<file path="src/rtl/note_player.sv">
// Single sequencer voice: holds a note for a number of beats and produces a
// signed sawtooth sample on each sample request.
module note_player #(
    parameter int unsigned NOTE_WIDTH     = 6,
    parameter int unsigned DURATION_WIDTH = 6,
    parameter int unsigned PHASE_WIDTH    = 22,
    parameter int unsigned SAMPLE_WIDTH   = 16
) (
    input  logic                      clk,
    input  logic                      reset,
    input  logic                      play,
    input  logic                      beat,
    input  logic                      new_note,
    input  logic [NOTE_WIDTH-1:0]     note,
    input  logic [DURATION_WIDTH-1:0] duration,
    input  logic                      generate_next_sample,
    output logic                      note_done,
    output logic [SAMPLE_WIDTH-1:0]   sample_out,
    output logic                      new_sample_ready
);

    typedef enum logic {StIdle, StPlaying} state_e;

    state_e                    state_q, state_d;
    logic [NOTE_WIDTH-1:0]     note_q, note_d;
    logic [DURATION_WIDTH-1:0] count_q, count_d;
    logic [PHASE_WIDTH-1:0]    phase_q, phase_d;
    logic [SAMPLE_WIDTH-1:0]   sample_q, sample_d;
    logic                      ready_q;

    logic [NOTE_WIDTH-1:0]  note_idx;
    logic [NOTE_WIDTH-1:0]  oct;
    logic [3:0]             semi;
    logic [13:0]            base;
    logic [PHASE_WIDTH-1:0] step;
    logic                   load;
    logic                   voiced;

    // Note 1 is A1; codes count semitones upward, so split into octave and semitone.
    assign note_idx = note_q - NOTE_WIDTH'(1);
    assign oct      = note_idx / NOTE_WIDTH'(12);
    assign semi     = 4'(note_idx % NOTE_WIDTH'(12));

    always_comb begin
        base = 14'd0;
        unique case (semi)
            4'd0:    base = 14'd4806;
            4'd1:    base = 14'd5092;
            4'd2:    base = 14'd5395;
            4'd3:    base = 14'd5715;
            4'd4:    base = 14'd6055;
            4'd5:    base = 14'd6415;
            4'd6:    base = 14'd6797;
            4'd7:    base = 14'd7201;
            4'd8:    base = 14'd7629;
            4'd9:    base = 14'd8083;
            4'd10:   base = 14'd8563;
            4'd11:   base = 14'd9072;
            default: base = 14'd0;
        endcase
    end

    always_comb begin
        step = '0;
        if (note_q != '0) begin
            step = PHASE_WIDTH'(base) << oct;
        end
    end

    assign load   = new_note && (duration != '0);
    // Sample qualification uses the state before this edge's transition.
    assign voiced = (state_q == StPlaying) && play && (note_q != '0);

    always_comb begin
        state_d  = state_q;
        note_d   = note_q;
        count_d  = count_q;
        phase_d  = phase_q;
        sample_d = sample_q;

        if (load) begin
            note_d  = note;
            count_d = duration;
            phase_d = '0;
            state_d = StPlaying;
        end else if (state_q == StPlaying && play) begin
            if (beat) begin
                if (count_q == DURATION_WIDTH'(1)) begin
                    count_d = '0;
                    state_d = StIdle;
                end else begin
                    count_d = count_q - DURATION_WIDTH'(1);
                end
            end
            if (generate_next_sample) begin
                phase_d = phase_q + step;
            end
        end

        if (generate_next_sample) begin
            if (voiced) begin
                // Offset-binary top bits to two's complement by flipping the MSB.
                sample_d = {~phase_d[PHASE_WIDTH-1], phase_d[PHASE_WIDTH-2 -: SAMPLE_WIDTH-1]};
            end else begin
                sample_d = '0;
            end
        end
    end

    always_ff @(posedge clk or negedge reset) begin
        if (!reset) begin
            state_q  <= StIdle;
            note_q   <= '0;
            count_q  <= '0;
            phase_q  <= '0;
            sample_q <= '0;
            ready_q  <= 1'b0;
        end else begin
            state_q  <= state_d;
            note_q   <= note_d;
            count_q  <= count_d;
            phase_q  <= phase_d;
            sample_q <= sample_d;
            ready_q  <= generate_next_sample;
        end
    end

    assign note_done        = (state_q == StIdle);
    assign sample_out       = sample_q;
    assign new_sample_ready = ready_q;

endmodule
</file>
<file path="config.mk">
export PLATFORM = sky130hd
export DESIGN_NAME = note_player
export DESIGN_NICKNAME = d
export VERILOG_FILES = /design/src/rtl/note_player.sv
export SDC_FILE = /design/constraint.sdc
export NUM_CORES = 1
export LEC_CHECK = 0
export BUFFER_PORTS_ARGS = -buffer_cell sky130_fd_sc_hd__buf_4
export CORE_ASPECT_RATIO = 1.5
export CORE_MARGIN = 10
export CORE_UTILIZATION = 28
export DETAILED_ROUTE_END_ITERATION = 8
export GPL_TIMING_DRIVEN = 0
export SLEW_MARGIN = 20
export SYNTH_ARGS = -nofsm -noshare
export SYNTH_HDL_FRONTEND = slang
export SYNTH_SLANG_ARGS = --single-unit
</file>
<file path="constraint.sdc">
create_clock -name clk -period 7.9 [get_ports clk]
set_input_delay 0.395 -clock clk [delete_from_list [all_inputs] [get_ports clk]]
set_output_delay 0.395 -clock clk [all_outputs]
set_load 0.03 [all_outputs]
</file>
# --- Yosys cells after proc, flatten, opt, wreduce, memory -nomap -nowiden ---
# Memories as Yosys holds them, arrays and structs flattened.
# Index checks and enable logic that the tools add are counted.
word_totals:
  ff_bits: 52
  latch_bits: 0
  ram_bits: 0
  romBits: 224
  out_inout_bits: 18
  wordCells: 42
  n_memories: 1
op_classes:
  n_addsub: 3
  mul: 0
  div: 2
  magnitude_cmp: 0
  n_eq_ne: 1
  shift: 1
  muxes: 13
  bitwise_logic: 2
  reduce_logical: 12
mem_list:
  columns: ["name", "depth", "width", "read_ports", "rd_clocked_by_memory_dff", "wr", "line_no", "source"]
  rows:
  - ["(no name shown)", 16, 14, 1, 0, 0, "46", "unique case (semi)"]
op_table:
  columns: ["cell", "n"]
  rows:
  - ["2-to-1 mux 22 bit", 4]
  - ["2-to-1 mux 6 bit", 4]
  - ["adder 22 bit", 1]
  - ["<< shifter 14 x 6 -> 22 bit", 1]
  - ["2-to-1 mux 16 bit", 1]
  - ["nonzero test 6 bit", 2]
  - ["subtractor 6 x 1 -> 6 bit, second input constant", 2]
  - ["nonzero test 2 bit", 4]
  - ["divider 6 x 4 -> 6 bit, second input constant", 1]
  - ["equality test 6 x 1 -> 1 bit, second input constant", 1]
  - ["modulo 6 x 4 -> 6 bit, second input constant", 1]
  - ["2-to-1 mux 1 bit", 4]
  - ["AND reduction 2 bit", 2]
  - ["logical AND 1 bit", 3]
  - ["AND reduction 3 bit", 1]
  - ["inverter 1 bit", 2]

# --- Depth between registers and ports, before layout ---
# An unclocked memory read counts as a cell.
logic_depth:
  ltp_word: 11
  depth_mapped: 33
  mapped_depth_nobuf: 29

# --- Least setup slack after synthesis ---
# OpenSTA, ideal clock, no wires.
synth_timing:
  kind: "reg-to-reg"
  startpoint: "register note_q[0]"
  endpoint: "register sample_q[14], in the netlist sample_out[14]"
  setup_time_ns: 0.121
  t_arrival_ns: 6.424
  path_slack_ns: 1.355
  path_stages_with_launch: 31
  synth_period_minus_slack_ns: 6.545
  path_cell_list: "dfrtp_1 clkbuf_1 inv_1 ha_1 buf_4 nor3b_1 xor2_1 ha_1 clkbuf_1 o311a_1 a211oi_2 inv_2 buf_6 ha_1 nor3_1 o21a_1 nor2_2 or4_1 o311ai_1 mux2_4 and2_1 ha_1 o21a_1 o31a_1 o31ai_1 a21oi_1 o2111ai_1 a31oi_1 a31oi_1 xnor2_1 a22o_1"
synth_between:
  elab_chain_len: 10
  word_cells_on_any_way: 13
  cone_classes: "add/sub (2); div (2); shift (1); mux (5); reduce/logical (2); memory (1)"
synth_rtl:
  columns: ["item", "line_no", "source"]
  rows:
  - ["start, declared", "25", "logic [NOTE_WIDTH-1:0] note_q, note_d;"]
  - ["start signal, assigned", "120", "note_q <= note_d;"]
  - ["subtractor 6 x 1 -> 6 bit", "40", "assign note_idx = note_q - NOTE_WIDTH'(1);"]
  - ["modulo 6 x 4 -> 6 bit", "42", "assign semi = 4'(note_idx % NOTE_WIDTH'(12));"]
  - ["memory (16 x 14 bit)", null, null]
  - ["<< shifter 14 x 6 -> 22 bit", "66", "step = PHASE_WIDTH'(base) << oct;"]
  - ["2-to-1 mux 22 bit", "65", "if (note_q != '0) begin"]
  - ["adder 22 bit", "96", "phase_d = phase_q + step;"]
  - ["2-to-1 mux 22 bit", "95", "if (generate_next_sample) begin"]
  - ["2-to-1 mux 22 bit", "86", "end else if (state_q == StPlaying && play) begin"]
  - ["2-to-1 mux 22 bit", "81", "if (load) begin"]
  - ["2-to-1 mux 16 bit *", "101", "if (voiced) begin"]
  - ["end signal, assigned", "123", "sample_q <= sample_d;"]
  - ["end, declared", "28", "logic [SAMPLE_WIDTH-1:0] sample_q, sample_d;"]
# Mark *: on every way between the ends. The rest lies on a longest branch, timed or not. The select of a mux whose other input is x is not followed.
# A chain may end at the register's enable or synchronous reset.

# --- Worst setup path after layout ---
# Same ends and word-level chain as after synthesis.

==> results.cfg <==
[outcome]
status = finished clean

[clock_tree]
ctsRootBufferMaster = clkbuf_16
clkLatencyLatePin_ns = 0.30
cts_buffers = 5
clk_path_buf_depth = 2
cts_setup_buffers = 0
clock_sinks = 52
cts_tree = built
path_clk_slew_ns = 0.07
h-tree-depth = 2

[layout]
multi_input_area_mm2 = 0.003142
seqCellArea_mm2 = 0.001301
diodes = 0
syn_to_final_growth_pct = 14.96
final_util_pct = 32.88
nFillCells = 1790
drive_gt1_share_pct = 13.55
final_area_mm2 = 0.005346
nets = 671

[worst_setup_path]
reg2reg_to = sample_out[14]$_DFFE_PN0P_
cp_slowest_stage_delay_ns = 0.44
r2r_start = note_q[0]$_DFFE_PN0P_
ff2ff_path_depth = 30
end_kind = flip-flop
endpoint = sample_out[14]$_DFFE_PN0P_
reg2reg_slack_ns = 0.49
cp.arrival_ns = 7.60
startpoint = note_q[0]$_DFFE_PN0P_
critical_path.max_fanout = 10
start_kind = flip-flop
cp.depth = 30
cp_num_buf_inv = 8
cpMostUsedCell = ha_1
slowest_stage = dfrtp_1
critical-path-top-delay-family = compound AO/OA/AOI/OAI gates
critPathRequiredTime_ns = 8.09
criticalPathCategory = flip-flop to flip-flop

[synthesis]
ys_warn_count = 0
synthesis.nets = 631
synth_top_cell_by_area = dfrtp_1
synth_ff_type = dfrtp_1
seq_area_frac_synth_pct = 27.98
avgSynthCellArea_um2 = 8.032
syn_inst = 579
synth-seq-cells = 52
ys_types = 80
synthTopCellsByCount = nand2_1, dfrtp_1, a21oi_1, nor2_1, ha_1
async_reset_ff_share_pct = 100.0
yosysMostFrequentCell = nand2_1
synth_top_area_share_pct = 27.98
syn_area_mm2 = 0.004651
synth_edf_count = 0
synth_area_leaders = dfrtp_1, ha_1, nand2_1

[min_path]
hp-class = primary input to asynchronous set/reset pin

[routing]
drtIter0Drc = 213
routed_wl_mm = 14.20
firstDrtPassIters = 5
vias = 4490
wire_per_inst_um = 17.19
drc_errors = 0
viasPerCell = 5.436
ant_nets = 0

[timing]
layout_min_cycle_time_ns = 7.408
finalCritPeriodShare_pct = 93.77
finClkSkew_ns = 0.008695
drv_slew = 0
slew_headroom_pct = 45.97
finalHoldViolations = 0
fmax_mhz = 135.0
setup_viol = 0
whs_ns = 0.1288
rsz0062_at_grt = true
worst_pin_slew_ns = 0.8090

[grt]
busiest_layer = met2
grt.met3_usage_pct = 1.493
met1_usage_pct = 12.12
grt_overflow = 0
met2_usage_pct = 24.28
grt_max_degree = 53
grt_pass1_wl_mm = 22.94
antenna_found_initial = 0
grt_use_total_pct = 12.35
grt_pass1_vias = 4549

[job]
drv_cap = 0

[placed_design]
io_buffers = 34
hpwl_mm = 11.32
gp_congestion = 0.8939
dpl_cell_area_mm2 = 0.005164

[floorplan]
initial_core_util_pct = 28.60
pin_count = 36
die_y_um = 177.8
rows = 57
fp.dieW_um = 125.2
dieArea_mm2 = 0.02227
core_mm2 = 0.01626

[power]
ir_worst_vdd_uv = 164.5
p_per_area_mw_per_mm2 = 273.4
leakage_nw = 2.301
[state kept, by name, summed over array words and instances (netlist names)]
name / flops
phase_q: 22
new_sample_ready: 1
count_q: 6
state_q: 1
note_q: 6
sample_out: 16
[worst register-to-register path, delay by kind of cell (launching register included)]
kind | cells | cell delay, ns
compound gates | 13 | 3.43
xor+xnor | 2 | 0.20
fa+ha+maj | 4 | 1.02
buf+inv | 8 | 1.72
flops | 1 | 0.44
simple gates | 3 | 0.50
[report_power, final]
group / switching, mW / internal, mW / total [mW]
Clock: 0.103 / 0.127 / 0.230
Sequential: 0.0241 / 0.300 / 0.324
Combinational: 0.564 / 0.344 / 0.908
Total: 0.691 / 0.771 / 1.46
[worst min-delay path by stage]
stage | start | endpoint | depth (start not counted)
4_1_cts | reset | phase_q[15]$_DFF_PN0_ | 1
5_1_grt | reset | sample_out[0]$_DFFE_PN0P_ | 1
3_3_place_gp | sample_out[7]$_DFFE_PN0P_ | sample_out[7]$_DFFE_PN0P_ | 1
2_1_floorplan | reset | count_q[0]$_DFFE_PN0P_ | 0
6_report | reset | phase_q[5]$_DFFE_PN0P_ | 1
3_5_place_dp | sample_out[7]$_DFFE_PN0P_ | sample_out[7]$_DFFE_PN0P_ | 1
[routing by layer]
layer  wire, um  vias to the layer above  part of all wire [%]
li1           -                     2219                     -
met1       5401                     2122                    38
met2       7687                      110                    54
met3        404                       39                   2.8
met4        709                        0                   5.0
met5          0                        -                     0
[logic make-up after synthesis]
family | Yosys count | share of synthesized area [%]
AND/OR/NAND/NOR | 228 | 24.19
AO/OA/AOI/OAI | 179 | 27.66
buffers and inverters | 58 | 5.165
flip-flops | 52 | 27.98
adder cells (fa/ha/maj) | 35 | 9.524
XOR/XNOR | 18 | 3.390
multiplexers | 9 | 2.098
[through the flow]
step / TNS [ns] / total power [mW] / instances / setup slack (ns)
global placement: 0 / 1.224 / 819 / 0.06765
CTS: 0 / 1.452 / 827 / 0.02212
detailed placement: 0 / 1.219 / 819 / 0.05408
floorplan: 0 / 1.003 / 579 / 1.355
global route: -0.02996 / 1.573 / 826 / -0.02996
finish: 0 / 1.462 / 826 / 0.4920
[timing repair]
item,in CTS,in global routing
resized for setup,0,12
endpoints found under the hold margin,0,0
hold buffers,0,0
setup endpoints to repair,0,20
[cells in the final DEF, fill, tap and decap left out, drive strengths merged, types with 4 or more instances in the layout]
cell type and n:
dfrtp 52, a32o 6, nor4 7, clkbuf 31
xor2 8, mux2i 6, o211ai 4, buf 46
o21a 7, nor3b 5, xnor2 10, nand3 22
inv 21, nor2b 5, o31ai 11, or4 4
nor2 49, o21ai 33, a21o 6, o32ai 6
nand2 73, a21oi 47, nand4 8, a31oi 7
ha 33, and2 9, o2bb2ai 6, nand2b 7
nand3b 5, a211oi 13, nor3 23
[layout make-up]
type	count	area share [%]
multi-input combinational	469	58.76
sequential	52	24.34
tap	206	4.821
timing repair buffer	34	4.774
buffer	36	3.019
clock buffer	7	2.668
inverter	21	1.474
clock inverter	1	0.1404
(Power assumes the default switching activity.)
